==> src/rtl/irq_cond_pkg.sv <==
// Shared constants for the interrupt conditioner: mode field width and mode encodings.
package irq_cond_pkg;

  localparam int unsigned MODE_W = 2;

  typedef enum logic [MODE_W-1:0] {
    MODE_LEVEL_HI  = 2'b00,
    MODE_LEVEL_LO  = 2'b01,
    MODE_EDGE_RISE = 2'b10,
    MODE_EDGE_FALL = 2'b11
  } irq_mode_e;

endpackage

==> src/rtl/irq_cond_lane.sv <==
// One interrupt lane: synchroniser, glitch filter, edge latch with overflow, mode tracking.
module irq_cond_lane
  import irq_cond_pkg::*;
#(
  parameter int unsigned SYNC_STAGES = 2,
  parameter int unsigned FILT_W      = 4
) (
  input  logic              clk,
  input  logic              rst_n,
  input  logic              irq_raw_i,
  input  logic [MODE_W-1:0] mode_i,
  input  logic [FILT_W-1:0] filt_len_i,
  input  logic              clr_i,
  output logic              irq_out_o,
  output logic              irq_level_o,
  output logic              overflow_o
);

  logic [SYNC_STAGES-1:0] sync_q, sync_d;
  logic                   filt_q, filt_d;
  logic [FILT_W-1:0]      cnt_q, cnt_d;
  logic                   filt_dly_q, filt_dly_d;
  logic                   latch_q, latch_d;
  logic                   ovf_q, ovf_d;
  logic                   irq_out_q, irq_out_d;
  logic [MODE_W-1:0]      mode_q;

  logic s;
  logic mode_chg;
  logic edge_hit;

  assign s        = sync_q[SYNC_STAGES-1];
  assign mode_chg = (mode_i != mode_q);

  // Next-state logic for the whole lane
  always_comb begin
    sync_d     = {sync_q[SYNC_STAGES-2:0], irq_raw_i};
    filt_d     = filt_q;
    cnt_d      = cnt_q;
    filt_dly_d = filt_q;
    latch_d    = 1'b0;
    ovf_d      = 1'b0;
    irq_out_d  = 1'b0;
    edge_hit   = 1'b0;

    // Filter: s must differ from filt for more than filt_len cycles to be accepted
    if (s == filt_q) begin
      cnt_d = '0;
    end else if (cnt_q >= filt_len_i) begin
      filt_d = s;
      cnt_d  = '0;
    end else begin
      cnt_d = cnt_q + FILT_W'(1);
    end

    if (mode_chg) begin
      // Mode switch: drop latched state, output follows the new mode next cycle
      case (mode_i)
        MODE_LEVEL_HI: irq_out_d = filt_q;
        MODE_LEVEL_LO: irq_out_d = ~filt_q;
        default:       irq_out_d = 1'b0;
      endcase
    end else if (mode_q == MODE_EDGE_RISE || mode_q == MODE_EDGE_FALL) begin
      edge_hit  = (mode_q == MODE_EDGE_FALL) ? (~filt_q & filt_dly_q)
                                             : (filt_q & ~filt_dly_q);
      latch_d   = edge_hit | (latch_q & ~clr_i);
      ovf_d     = (edge_hit & latch_q & ~clr_i) | (ovf_q & ~clr_i);
      irq_out_d = latch_d;
    end else begin
      irq_out_d = (mode_q == MODE_LEVEL_LO) ? ~filt_q : filt_q;
    end
  end

  // Lane state registers
  always_ff @(posedge clk or negedge rst_n) begin
    if (!rst_n) begin
      sync_q     <= '0;
      filt_q     <= 1'b0;
      cnt_q      <= '0;
      filt_dly_q <= 1'b0;
      latch_q    <= 1'b0;
      ovf_q      <= 1'b0;
      irq_out_q  <= 1'b0;
      mode_q     <= MODE_LEVEL_HI;
    end else begin
      sync_q     <= sync_d;
      filt_q     <= filt_d;
      cnt_q      <= cnt_d;
      filt_dly_q <= filt_dly_d;
      latch_q    <= latch_d;
      ovf_q      <= ovf_d;
      irq_out_q  <= irq_out_d;
      mode_q     <= mode_i;
    end
  end

  assign irq_out_o   = irq_out_q;
  assign irq_level_o = filt_q;
  assign overflow_o  = ovf_q;

endmodule

==> src/rtl/irq_conditioner.sv <==
// Interrupt conditioner: NUM_IRQS independent lanes sharing a global filter length.
module irq_conditioner
  import irq_cond_pkg::*;
#(
  parameter int unsigned NUM_IRQS    = 16,
  parameter int unsigned SYNC_STAGES = 2,
  parameter int unsigned FILT_W      = 4
) (
  input  logic                       clk,
  input  logic                       rst_n,
  input  logic [NUM_IRQS-1:0]        irq_raw,
  input  logic [MODE_W*NUM_IRQS-1:0] mode,
  input  logic [FILT_W-1:0]          filt_len,
  input  logic [NUM_IRQS-1:0]        clr,
  output logic [NUM_IRQS-1:0]        irq_out,
  output logic [NUM_IRQS-1:0]        irq_level,
  output logic [NUM_IRQS-1:0]        overflow
);

  // One conditioning lane per source
  for (genvar gi = 0; gi < NUM_IRQS; gi++) begin : g_lane
    irq_cond_lane #(
      .SYNC_STAGES (SYNC_STAGES),
      .FILT_W      (FILT_W)
    ) u_lane (
      .clk         (clk),
      .rst_n       (rst_n),
      .irq_raw_i   (irq_raw[gi]),
      .mode_i      (mode[MODE_W*gi +: MODE_W]),
      .filt_len_i  (filt_len),
      .clr_i       (clr[gi]),
      .irq_out_o   (irq_out[gi]),
      .irq_level_o (irq_level[gi]),
      .overflow_o  (overflow[gi])
    );
  end

endmodule

==> config.mk <==
export PLATFORM = sky130hd
export DESIGN_NAME = irq_conditioner
export DESIGN_NICKNAME = d
export VERILOG_FILES = /design/src/rtl/irq_cond_pkg.sv /design/src/rtl/irq_cond_lane.sv /design/src/rtl/irq_conditioner.sv
export SDC_FILE = /design/constraint.sdc
export NUM_CORES = 1
export LEC_CHECK = 0
export ABC_AREA = 1
export BUFFER_PORTS_ARGS = -buffer_cell sky130_fd_sc_hd__buf_4
export CORE_ASPECT_RATIO = 0.75
export CORE_UTILIZATION = 50
export DETAILED_ROUTE_END_ITERATION = 7
export HOLD_SLACK_MARGIN = 0.12
export PLACE_DENSITY = 0.7
export SYNTH_ARGS = -nofsm -noshare
export SYNTH_HDL_FRONTEND = slang
export SYNTH_SLANG_ARGS = --single-unit
==> constraint.sdc <==
create_clock -name clk -period 2.4 [get_ports clk]
set_input_delay 0.36 -clock clk [delete_from_list [all_inputs] [get_ports clk]]
set_output_delay 0.36 -clock clk [all_outputs]
set_load 0.01 [all_outputs]
==> results of run 1 <==
-- layer usage --
metal	GRT usage	routed length, µm	vias to the layer above
met5	0	0	-
met2	0.3122	8465	140
met3	0.03211	717	28
li1	-	-	4076
met4	0.04240	351	0
met1	0.2535	9310	3578
-- cell type report --
type,instances,share of cell area
clock buffers,30,0.04876
clock inverters,10,0.01014
inverters,195,0.05648
multi-input cells,776,0.3306
flip-flops and latches,208,0.4017
well taps,282,0.02723
repair buffers,190,0.1251
-- repair_timing --
| item | CTS | global route |
|---|---|---|
| setup buffers | 0 | 0 |
| endpoints found under the hold margin | 128 | 0 |
| hold buffers | 65 | 0 |
| setup endpoints to repair | 0 | 0 |
-- cell families after synthesis --
group / count (synthesis)
and+or+nand+nor: 592
buffers and inverters: 243
DFF: 208
adders and majority gates: 80
AOI/OAI and AO/OA: 56
xor gates and xnor gates: 48
-- sequential cells by signal, indices dropped and copies added (netlist names) --
signal                     count
g_lane.u_lane.mode_q          32
g_lane.u_lane.cnt_q           64
g_lane.u_lane.filt_dly_q      16
g_lane.u_lane.irq_out_o       16
g_lane.u_lane.latch_q         16
g_lane.u_lane.overflow_o      16
g_lane.u_lane.sync_q          32
g_lane.u_lane.irq_level_o     16
-- power by group through the flow --
stage                     Sequential, µW  Combinational (µW)  Clock (µW)
after floorplan                     4760                2400           0
after global placement              4940                2940           0
after detailed placement            4970                3020           0
after CTS                           4910                3130        3660
after global routing                5010                3670        3800
final                               4900                3100        3540
-- synth_stat cells --
cell and count:
dfrtp_1 208, a21oi_1 36, nand4_1 32, xor2_2 16, nand3_1 64, ha_1 80, nor2_1 88, and2_1 16
o21ai_0 4, xor2_1 16, xnor2_1 16, buf_4 48, inv_1 195, nand2_1 392, o21bai_1 16
-- how the worst max path moves through the flow --
stage	end	slack [ns]	depth (start not counted)
2_1_floorplan	g_lane[0].u_lane.irq_level_o	0.86	6
3_3_place_gp	g_lane[13].u_lane.irq_level_o	0.66	8
3_5_place_dp	g_lane[4].u_lane.irq_level_o	0.64	8
4_1_cts	irq_level[15]	0.75	1
5_1_grt	irq_level[13]	0.74	1
6_report	irq_level[1]	0.80	1
-- per-stage QoR --
step                      setup slack [ns]  power (µW)
after floorplan                     0.8629        7155
final                               0.7967       11540
after CTS                           0.7546       11700
after global routing                0.7394       12480
after global placement              0.6606        7879
after detailed placement            0.6356        7987
==> impl_summary.log, run 1 <==
[metrics] xor/xnor share of the synthesized area: 0.05108
[metrics] std cell rows: 45
[metrics] global-route wire length before repair: 33590 µm
[metrics] final global-route overflow total: 0
[metrics] hold path cells: 0
[metrics] Yosys warning total: 0
[metrics] status: finished clean
[metrics] RSZ-0062 raised after global routing: false
[metrics] post-synthesis simple-gate area fraction: 0.2289
[metrics] Crit Reg-Reg Endpoint: g_lane[13].u_lane.irq_level_o
[metrics] Max Clock Skew: 0.005959 ns
[metrics] utilization after layout: 0.6323
[metrics] average size of a mapped cell: 8.624 µm²
[metrics] Worst setup startpoint: g_lane[1].u_lane.irq_level_o
[metrics] switching power: 3838 µW
[metrics] final HPWL from detailed placement: 12680 µm
[metrics] count of cell types in the netlist: 15
[metrics] timing-limited maximum frequency: 623.7 MHz
[metrics] switching share of power: 0.3325
[metrics] Relative slew margins: 0.7136
[metrics] critical path cell sequence: buf_4
[metrics] fraction of power consumed by the clock network: 0.307
[metrics] synthesized-area fraction occupied by adder cells: 0.09460
[metrics] post-synthesis mux area share: 0
[metrics] final std cells w/o fill: 1691
[metrics] required time of the worst setup path: 2.04 ns
[metrics] number of buffers added on ports: 117
[metrics] highest cell delay on the worst timing path: 0.55 ns
[metrics] overall via count from detail_route: 7822
[metrics] commonest cells after routing, fill and taps aside: 392 x nand2_1, 208 x dfrtp_1, 195 x inv_1
[metrics] internal portion of total power: 7706 µW
[metrics] placed instance area: 11540 µm²
[metrics] Fin. Hold Viols: 0
[metrics] area overhead of the layout relative to synthesis: 22.47%
[metrics] Pwr Density: 890.8 nW/µm²
[metrics] Worst Hold Slack: 0.3424 ns
[metrics] critical path class: flop to primary output
[metrics] die width: 170.0 µm
[metrics] final setup fails: 0
[metrics] Hold Path Sink: g_lane[10].u_lane.sync_q[1]
[metrics] nature of the critical path endpoint: primary output
[metrics] quantity of gates resized following cts: 0
[metrics] clock-pin slew on the worst setup and hold paths: 0.06 ns
[metrics] r2r worst-path depth: 8
[metrics] slowest library cell on the worst path: dfrtp_1
[metrics] area occupied by multi-input gates: 4284 µm²
[metrics] area fraction in compound gates after synthesis: 0.03027
[metrics] number of detailed-routing iterations run before antenna repair: 4
[metrics] number of instances in the synthesized netlist: 1227
[metrics] class of the tightest hold or removal check: flop to flop
[metrics] Via density: 4.626
[metrics] wire length per cell after detailed routing: 11.14 µm
[metrics] worst reg2reg startpoint: g_lane[13].u_lane.cnt_q[0]
[metrics] mapped cell area: 10580 µm²
[metrics] Static Leak: 0.007286 µW
[metrics] Max Slew Vio Count: 0
[metrics] pin count of the biggest net entering global routing: 62
[metrics] global placer's final weighted congestion: 0.8051
[metrics] final total negative setup slack: 0 ns
[metrics] crit path time final: 1.603 ns
[metrics] clock tree from TritonCTS: yes
[metrics] peak supply drop: 0.6302 mV
[metrics] boundary pin count: 118
[metrics] share of synthesized area occupied by flip-flops and latches: 0.4919
[metrics] largest fanout on the critical path: 8
[metrics] sequential power share: 0.425
[metrics] Top Family by Delay on Critical Path: flip-flops
[metrics] area inside the core boundary: 20490 µm²
[metrics] drt drc: 0
[metrics] syn_nets: 1377
[metrics] area of the die: 21750 µm²
[metrics] deepest clock path buffer count: 3
[metrics] clock insertion delay at the later pin of the skew report: 0.50 ns
[metrics] fraction of final layout cells sized beyond drive strength 1: 0.1256
[metrics] Synth area leaders: dfrtp_1 49%, nand2_1 14%, ha_1 9.5%, inv_1 6.9%, buf_4 3.4%
[metrics] worst path buffer plus inverter count: 1
[metrics] clock root buffer: clkbuf_16
[metrics] dominant combinational cell family by area after synthesis: simple AND/OR/NAND/NOR gates
[metrics] number of global-route vias before repair: 7692
[metrics] combined global-route utilization of all metal layers: 0.1862
[metrics] number of placed instances with taps included: 1586
[metrics] most area-hungry cell type in the Yosys netlist: dfrtp_1
[metrics] Critical Path Source Type: flop
[metrics] Post-Route WL: 18850 µm
[metrics] FILL cells: 1692
[metrics] number of levels the H-tree was split into: 1
[metrics] Final nets: 1543
[metrics] share of the clock period used by the worst path after layout: 0.6680
[metrics] sequential cell area: 5205 µm²
[metrics] initial antenna violation count: 0
[metrics] reg2reg setup slack: 1.02 ns
[metrics] Antenna diodes: 0
[metrics] actual transition at the worst max-transition pin: 0.4296 ns
[metrics] data arrival time of the critical path: 1.24 ns
[metrics] CTS buffer count: 22
[metrics] detailed router's first-iteration violation count: 317
[metrics] die outline height: 128.0 µm
[metrics] Maximum Capacitance Violations: 0
[metrics] initial cell density of the core: 0.5163
[metrics] number of register bits inferred by synthesis: 208
[metrics] most common cell after layout, fill and taps aside: nand2_1
[metrics] CTS sink cnt: 208
[metrics] post-route standard cell area excluding fillers: 12960 µm²
[metrics] combinational share of power: 0.269
[metrics] source of the worst hold timing path: g_lane[10].u_lane.sync_q[0]
[metrics] area share of the largest cell type after synthesis: 0.4919
[metrics] Antenna Nets Post-Route: 0
Note: power is estimated with default switching activity, not from simulation.
==> run 2: changes to the inputs <==
- ABC_AREA: 1 -> 0
- clock period: 2.4 -> 1.5 ns (I/O delays scaled with it)
==> impl_summary.log, run 2 <==
[metrics] clock root buffer: clkbuf_16
[metrics] clock insertion delay at the later pin of the skew report: 0.49 ns (about the same)
[metrics] global-route layer with the greatest usage: met2
[metrics] critical path class: flop to flop
[metrics] clock-pin slew on the worst setup and hold paths: 0.06 ns (about the same)
[metrics] synth cell count leaders: 208 x dfrtp_1, 96 x nor2_1, 80 x ha_1
[metrics] prevailing post-synth register cell: dfrtp_1
[metrics] Post-Route WL: 17140 µm (-9.1%)
[metrics] Fin. Hold Viols: 0 (unchanged)
[metrics] final HPWL from detailed placement: 11500 µm (-9.3%)
[metrics] final global-route overflow total: 0 (unchanged)
[metrics] number of placed instances with taps included: 1196 (-25%)
[metrics] deepest clock path buffer count: 3 (unchanged)
[metrics] area overhead of the layout relative to synthesis: 31.44%
[metrics] post-layout worst setup margin: -0.1635 ns (-0.9602 ns)
[metrics] actual transition at the worst max-transition pin: 0.3735 ns (-0.05615 ns)
[metrics] area of the die: 20370 µm² (-6.3%)
[metrics] FILL cells: 1403 (-17%)
[metrics] status: finished, violations left
[metrics] die width: 164.5 µm (-3.2%)
[metrics] post-route standard cell area excluding fillers: 13010 µm² (+0.42%)
[metrics] Yosys warning total: 0 (unchanged)
[metrics] met1 capacity usage during global routing: 0.2424 (-0.01111)
[metrics] global placer's final weighted congestion: 0.7855 (-2.4%)
[metrics] Max Slew Vio Count: 0 (unchanged)
[metrics] library cell with the highest instance count after synthesis: dfrtp_1
[metrics] Antenna diodes: 0 (unchanged)
[metrics] area occupied by multi-input gates: 4280 µm² (about the same)
[metrics] largest registers: g_lane.u_lane.cnt_q (64), g_lane.u_lane.mode_q (32), g_lane.u_lane.sync_q (32)
[metrics] wire length per cell after detailed routing: 13.06 µm (+17%)
[metrics] sequential cell area: 5205 µm² (unchanged)
[metrics] nature of the critical path endpoint: flop
[metrics] Max Clock Skew: 0.009482 ns (+0.003523 ns)
[metrics] number of flip-flops in the largest register: 64 (unchanged)
[metrics] count of cell types in the netlist: 19 (+4)
[metrics] data arrival time of the critical path: 2.03 ns (+0.79 ns)
[metrics] failing checks: negative setup slack
[metrics] placed instance area: 11380 µm² (-1.4%)
[metrics] share of synthesized area occupied by flip-flops and latches: 0.5257 (+0.03382)
[metrics] Static Leak: 0.006203 µW (-15%)
[metrics] pin count of the biggest net entering global routing: 41 (-34%)
[metrics] number of instances in the synthesized netlist: 803 (-35%)
[metrics] average size of a mapped cell: 12.33 µm² (+43%)
[metrics] overall via count from detail_route: 6415 (-18%)
[metrics] initial cell density of the core: 0.5109 (-0.005389)
[metrics] final setup fails: 37 (+37)
[metrics] std cell rows: 44 (-2.2%)
[metrics] number of levels the H-tree was split into: 1 (unchanged)
[metrics] number of register bits inferred by synthesis: 208 (unchanged)
[metrics] number of detailed-routing iterations run before antenna repair: 4 (unchanged)
[metrics] Maximum Capacitance Violations: 0 (unchanged)
[metrics] Relative slew margins: 0.7510 (+0.03743)
[metrics] EDFF count, synth: 0 (unchanged)
[metrics] combined global-route utilization of all metal layers: 0.1743 (-0.01191)
[metrics] drt drc: 0 (unchanged)
[metrics] register name with the most flops: g_lane.u_lane.cnt_q
[metrics] crit path time final: 1.664 ns
[metrics] initial antenna violation count: 0 (unchanged)
[metrics] commonest cells after routing, fill and taps aside: 208 x dfrtp_1, 194 x buf_4, 93 x nor2_1
[metrics] most common cell after layout, fill and taps aside: dfrtp_1
[metrics] Async S/R FF share, synth: 1.000 (unchanged)
[metrics] timing-limited maximum frequency: 601.1 MHz
[metrics] clock tree from TritonCTS: yes
[metrics] Final nets: 1195 (-23%)
[metrics] fraction of final layout cells sized beyond drive strength 1: 0.3201 (+0.1945)
[metrics] Antenna Nets Post-Route: 0 (unchanged)
[metrics] CTS buffer count: 21 (-4.5%)
[metrics] required time of the worst setup path: 1.87 ns (-0.17 ns)
[metrics] detailed router's first-iteration violation count: 255 (-20%)
[metrics] mapped cell area: 9901 µm² (-6.4%)
[metrics] syn_nets: 953 (-31%)
[metrics] Critical Path Source Type: flop
[metrics] area share of the largest cell type after synthesis: 0.5257 (+0.03382)
[metrics] area inside the core boundary: 19380 µm² (-5.4%)
[metrics] RSZ-0062 raised after global routing: true
[metrics] final std cells w/o fill: 1312 (-22%)
[metrics] Pwr Density: 1616 nW/µm² (+81%)
[metrics] peak supply drop: 1.064 mV (+69%)
[metrics] M2 GR Usage: 0.2872 (-0.02502)
[metrics] met3 capacity usage during global routing: 0.03164 (-0.0004736)
[metrics] boundary pin count: 118 (unchanged)
[metrics] Synth area leaders: dfrtp_1 53%, ha_1 10%, a2111oi_4 4.4%, xnor2_1 4.2%, buf_4 3.6%
[metrics] Worst Hold Slack: 0.2383 ns (-0.1041 ns)
[metrics] number of global-route vias before repair: 6379 (-17%)
[metrics] CTS sink cnt: 208 (unchanged)
[metrics] global-route wire length before repair: 28730 µm (-14%)
[metrics] number of buffers added on ports: 117 (unchanged)
[metrics] largest fanout on the critical path: 2 (-6)
[metrics] most area-hungry cell type in the Yosys netlist: dfrtp_1
[metrics] die outline height: 123.9 µm (-3.2%)
[metrics] Via density: 4.889 (+5.7%)
[metrics] class of the tightest hold or removal check: input port to async pin
[metrics] share of the clock period used by the worst path after layout: 1.109
## run 2: per-stage QoR
| stage | setup WS (ns) | TNS, ns | util | total power [µW] |
|---|---|---|---|---|
| after floorplan | -0.1469 | -5.020 | - | 12620 |
| after global placement | -0.2918 | -20.95 | 0.5872 | 14590 |
| after detailed placement | -0.3378 | -22.78 | 0.5872 | 14770 |
| after CTS | -0.1402 | -2.913 | 0.6660 | 21050 |
| after global routing | -0.2386 | -7.290 | 0.6716 | 22440 |
| final | -0.1635 | -2.929 | 0.6716 | 21030 |
## run 2: cell type report
type | instances | share of cell area
Multi-Input combinational cell | 496 | 0.3289
Clock buffer | 29 | 0.04500
Inverter | 51 | 0.01500
Sequential cell | 208 | 0.4000
Clock inverter | 8 | 0.01308
Timing Repair Buffer | 267 | 0.1737
Tap cell | 253 | 0.02432
## run 2: cell families after synthesis
group                    after synthesis  synth area share
buffers and inverters                 99           0.05573
adder cells (fa/ha/maj)               80            0.1011
flip-flops                           208            0.5257
AO/OA/AOI/OAI                        128            0.1153
AND/OR/NAND/NOR                      192            0.1072
XOR/XNOR                              80           0.07077
multiplexers                          16           0.02426
## run 2: worst max-delay path, cell delays in order, from the launching register on
cell and delay, ns:
dfrtp_1 0.39, inv_2 0.07, ha_4 0.19, nand2b_4 0.14, a2111oi_4 0.39, nor2_2 0.08, mux2_4 0.29
## run 2: where the power goes
group / leakage [µW] / switching [µW] / internal (µW)
sequential: 0.00263 / 595 / 6740
clock: 0.000361 / 2050 / 3590
combinational: 0.00321 / 3570 / 4480
total: 0.00620 / 6220 / 14800
## run 2: final timing paths
path                                             start                            end  slack (ns)  depth (start not counted)
max                         g_lane[11].u_lane.cnt_q[0]  g_lane[11].u_lane.irq_level_o       -0.16                          6
min                                              rst_n     g_lane[6].u_lane.irq_out_o        0.24                          2
max reg2reg                 g_lane[11].u_lane.cnt_q[0]  g_lane[11].u_lane.irq_level_o       -0.16                          6
min reg2reg                g_lane[12].u_lane.sync_q[0]    g_lane[12].u_lane.sync_q[1]        0.34                          0
max in group asynchronous                        rst_n   g_lane[13].u_lane.filt_dly_q        0.71                          3
min in group clk           g_lane[12].u_lane.sync_q[0]    g_lane[12].u_lane.sync_q[1]        0.34                          0
## run 2: routing by layer
| layer | vias up | part of all wire | wire length (µm) |
|---|---|---|---|
| met5 | - | 0 | 0 |
| met4 | 0 | 0.018 | 303 |
| met3 | 29 | 0.036 | 618 |
| met2 | 101 | 0.46 | 7899 |
| met1 | 3086 | 0.49 | 8313 |
| li1 | 3199 | - | - |
## run 2: repair_timing
action	CTS	global route
pin swaps	39	34
setup buffers	6	8
gates cloned	0	0
setup endpoints to repair	80	80
endpoints found under the hold margin	304	0
hold buffers	65	0
resized for setup	31	10
==> run 3: changes to the inputs <==
- GPL_TIMING_DRIVEN: unset -> 0
==> impl_summary.log, run 3 (synthesis gave the netlist of run 2 again) <==
[metrics] status: finished, violations left
[metrics] failing checks: negative setup slack
[metrics] boundary pin count: 118 (unchanged)
[metrics] global-route wire length before repair: 27920 µm (-2.8%)
[metrics] Max Slew Vio Count: 0 (unchanged)
[metrics] worst path buffer plus inverter count: 1 (unchanged)
[metrics] data arrival time of the critical path: 2.02 ns (about the same)
[metrics] Antenna diodes: 0 (unchanged)
[metrics] Maximum Capacitance Violations: 0 (unchanged)
[metrics] Fin. Hold Viols: 0 (unchanged)
[metrics] die outline height: 123.9 µm (unchanged)
[metrics] RSZ-0062 raised after global routing: true
[metrics] post-layout worst setup margin: -0.1486 ns (+0.01494 ns)
[metrics] area inside the core boundary: 19380 µm² (unchanged)
[metrics] pin count of the biggest net entering global routing: 119 (+190%)
[metrics] overall via count from detail_route: 6410 (-0.078%)
[metrics] drt drc: 0 (unchanged)
[metrics] initial antenna violation count: 0 (unchanged)
[metrics] highest cell delay on the worst timing path: 0.35 ns (-0.04 ns)
[metrics] Max Clock Skew: 0.006275 ns (-0.003207 ns)
[metrics] share of the clock period used by the worst path after layout: 1.099 (-0.009961)
[metrics] area overhead of the layout relative to synthesis: 30.34%
[metrics] wire length per cell after detailed routing: 13.19 µm (+0.96%)
[metrics] nature of the critical path endpoint: flop
[metrics] Static Leak: 0.006137 µW (-1.1%)
[metrics] Antenna Nets Post-Route: 0 (unchanged)
[metrics] final HPWL from detailed placement: 10540 µm (-8.4%)
[metrics] CTS buffer count: 22 (+4.8%)
[metrics] clock-pin slew on the worst setup and hold paths: 0.06 ns (about the same)
[metrics] Via density: 4.893 (about the same)
[metrics] slowest library cell on the worst path: dfrtp_1
[metrics] Post-Route WL: 17270 µm (+0.81%)
[metrics] global placer's final weighted congestion: 0.7753 (-1.3%)
[metrics] Relative slew margins: 0.4547 (-0.2964)
[metrics] most common cell after layout, fill and taps aside: buf_4
[metrics] crit path time final: 1.649 ns (-0.01494 ns)
[metrics] Final nets: 1195 (unchanged)
[metrics] critical path cell sequence: inv_1, ha_1, nand2b_4, a2111oi_4, nor2_2, mux2_4
[metrics] area of the die: 20370 µm² (unchanged)
[metrics] final global-route overflow total: 0 (unchanged)
[metrics] initial cell density of the core: 0.5109 (unchanged)
[metrics] timing-limited maximum frequency: 606.6 MHz (+0.91%)
[metrics] std cell rows: 44 (unchanged)
[metrics] final setup fails: 33 (-11%)
[metrics] number of global-route vias before repair: 6121 (-4.0%)
[metrics] Critical Path Source Type: flop
[metrics] clock tree from TritonCTS: yes
[metrics] combined global-route utilization of all metal layers: 0.1687 (-0.005663)
[metrics] deepest clock path buffer count: 3 (unchanged)
[metrics] number of detailed-routing iterations run before antenna repair: 4 (unchanged)
[metrics] r2r worst-path depth: 6 (unchanged)
[metrics] commonest cells after routing, fill and taps aside: 198 x buf_4, 193 x dfrtp_1, 96 x nor2_1
[metrics] Crit. path cell count: 6 (unchanged)
[metrics] clock insertion delay at the later pin of the skew report: 0.49 ns (about the same)
[metrics] Top Family by Delay on Critical Path: flip-flops
[metrics] fraction of final layout cells sized beyond drive strength 1: 0.3330 (+0.01290)
[metrics] number of flip-flops in the largest register: 64 (unchanged)
[metrics] CTS sink cnt: 208 (unchanged)
[metrics] final total negative setup slack: -2.717 ns (+0.2116 ns)
[metrics] worst reg2reg startpoint: g_lane[1].u_lane.cnt_q[0]
[metrics] reg2reg setup slack: -0.15 ns (about the same)
[metrics] Crit Reg-Reg Endpoint: g_lane[1].u_lane.irq_level_o
[metrics] total power of the final layout: 20470 µW (-2.7%)
[metrics] Pwr Density: 1586 nW/µm² (-1.8%)
[metrics] clock root buffer: clkbuf_16
[metrics] largest fanout on the critical path: 2 (unchanged)
[metrics] required time of the worst setup path: 1.88 ns (about the same)
[metrics] class of the tightest hold or removal check: input port to async pin
[metrics] die width: 164.5 µm (unchanged)
[metrics] register name with the most flops: g_lane.u_lane.cnt_q
[metrics] number of buffers added on ports: 117 (unchanged)
[metrics] detailed router's first-iteration violation count: 311 (+22%)
[metrics] critical path class: flop to flop
[metrics] largest registers: g_lane.u_lane.cnt_q (64), g_lane.u_lane.mode_q (32), g_lane.u_lane.sync_q (32)
[metrics] number of levels the H-tree was split into: 1 (unchanged)
[metrics] peak supply drop: 1.197 mV (+12%)
[metrics] actual transition at the worst max-transition pin: 0.8171 ns (+0.4436 ns)
## run 3: final cells by class
cell class              instances  area (µm²)
well taps                     253       316.6
plain buffers                  48       360.3
clock buffers                  33       663.1
inverters                      51       198.9
flip-flops and latches        208        5224
fillers                      1460        6474
clock inverters                 3       18.77
multi-input cells             496        4279
repair buffers                218        1844
## run 3: how the worst max path moves through the flow
stage	startpoint	end	slack [ns]
final	g_lane[1].u_lane.cnt_q[0]	g_lane[1].u_lane.irq_level_o	-0.15
after global routing	filt_len[3]	g_lane[15].u_lane.irq_level_o	-0.22
after CTS	g_lane[1].u_lane.cnt_q[0]	g_lane[1].u_lane.irq_level_o	-0.13
after detailed placement	filt_len[2]	g_lane[10].u_lane.cnt_q[3]	-0.72
after global placement	rst_n	g_lane[11].u_lane.overflow_o	-1.30
after floorplan	g_lane[10].u_lane.cnt_q[0]	g_lane[10].u_lane.irq_level_o	-0.15
## run 3: per-stage QoR
stage,hold WS (ns),cells,setup slack [ns],util,area [µm²]
2_1_floorplan,-0.07059,803,-0.1469,-,9917
3_3_place_gp,0.3323,1173,-1.297,0.5734,11110
3_5_place_dp,0.3347,1174,-0.7160,0.5752,11150
4_1_cts,0.3486,1294,-0.1301,0.6559,12710
5_1_grt,0.3503,1310,-0.2156,0.6659,12900
6_report,0.3062,1310,-0.1486,0.6659,12900
## run 3: power by group
group	switching [µW]	internal, µW
sequential	999	6790
combinational	3110	4440
clock	2100	3030
## run 3: what timing repair did
| action | in CTS | in global routing |
|---|---|---|
| setup buffers | 19 | 16 |
| hold buffers | 65 | 0 |
| pin swaps | 33 | 28 |
| endpoints found under the hold margin | 213 | 0 |
| resized for setup | 31 | 23 |
| endpoints found under the setup margin | 87 | 182 |
## run 3: layer usage
| layer | vias to the layer above | part of all wire | global-route usage |
|---|---|---|---|
| met5 | - | 0 | 0 |
| met4 | 0 | 0.015 | 0.03842 |
| met3 | 22 | 0.037 | 0.03164 |
| met2 | 100 | 0.47 | 0.2872 |
| met1 | 3084 | 0.48 | 0.2249 |
| li1 | 3204 | - | - |
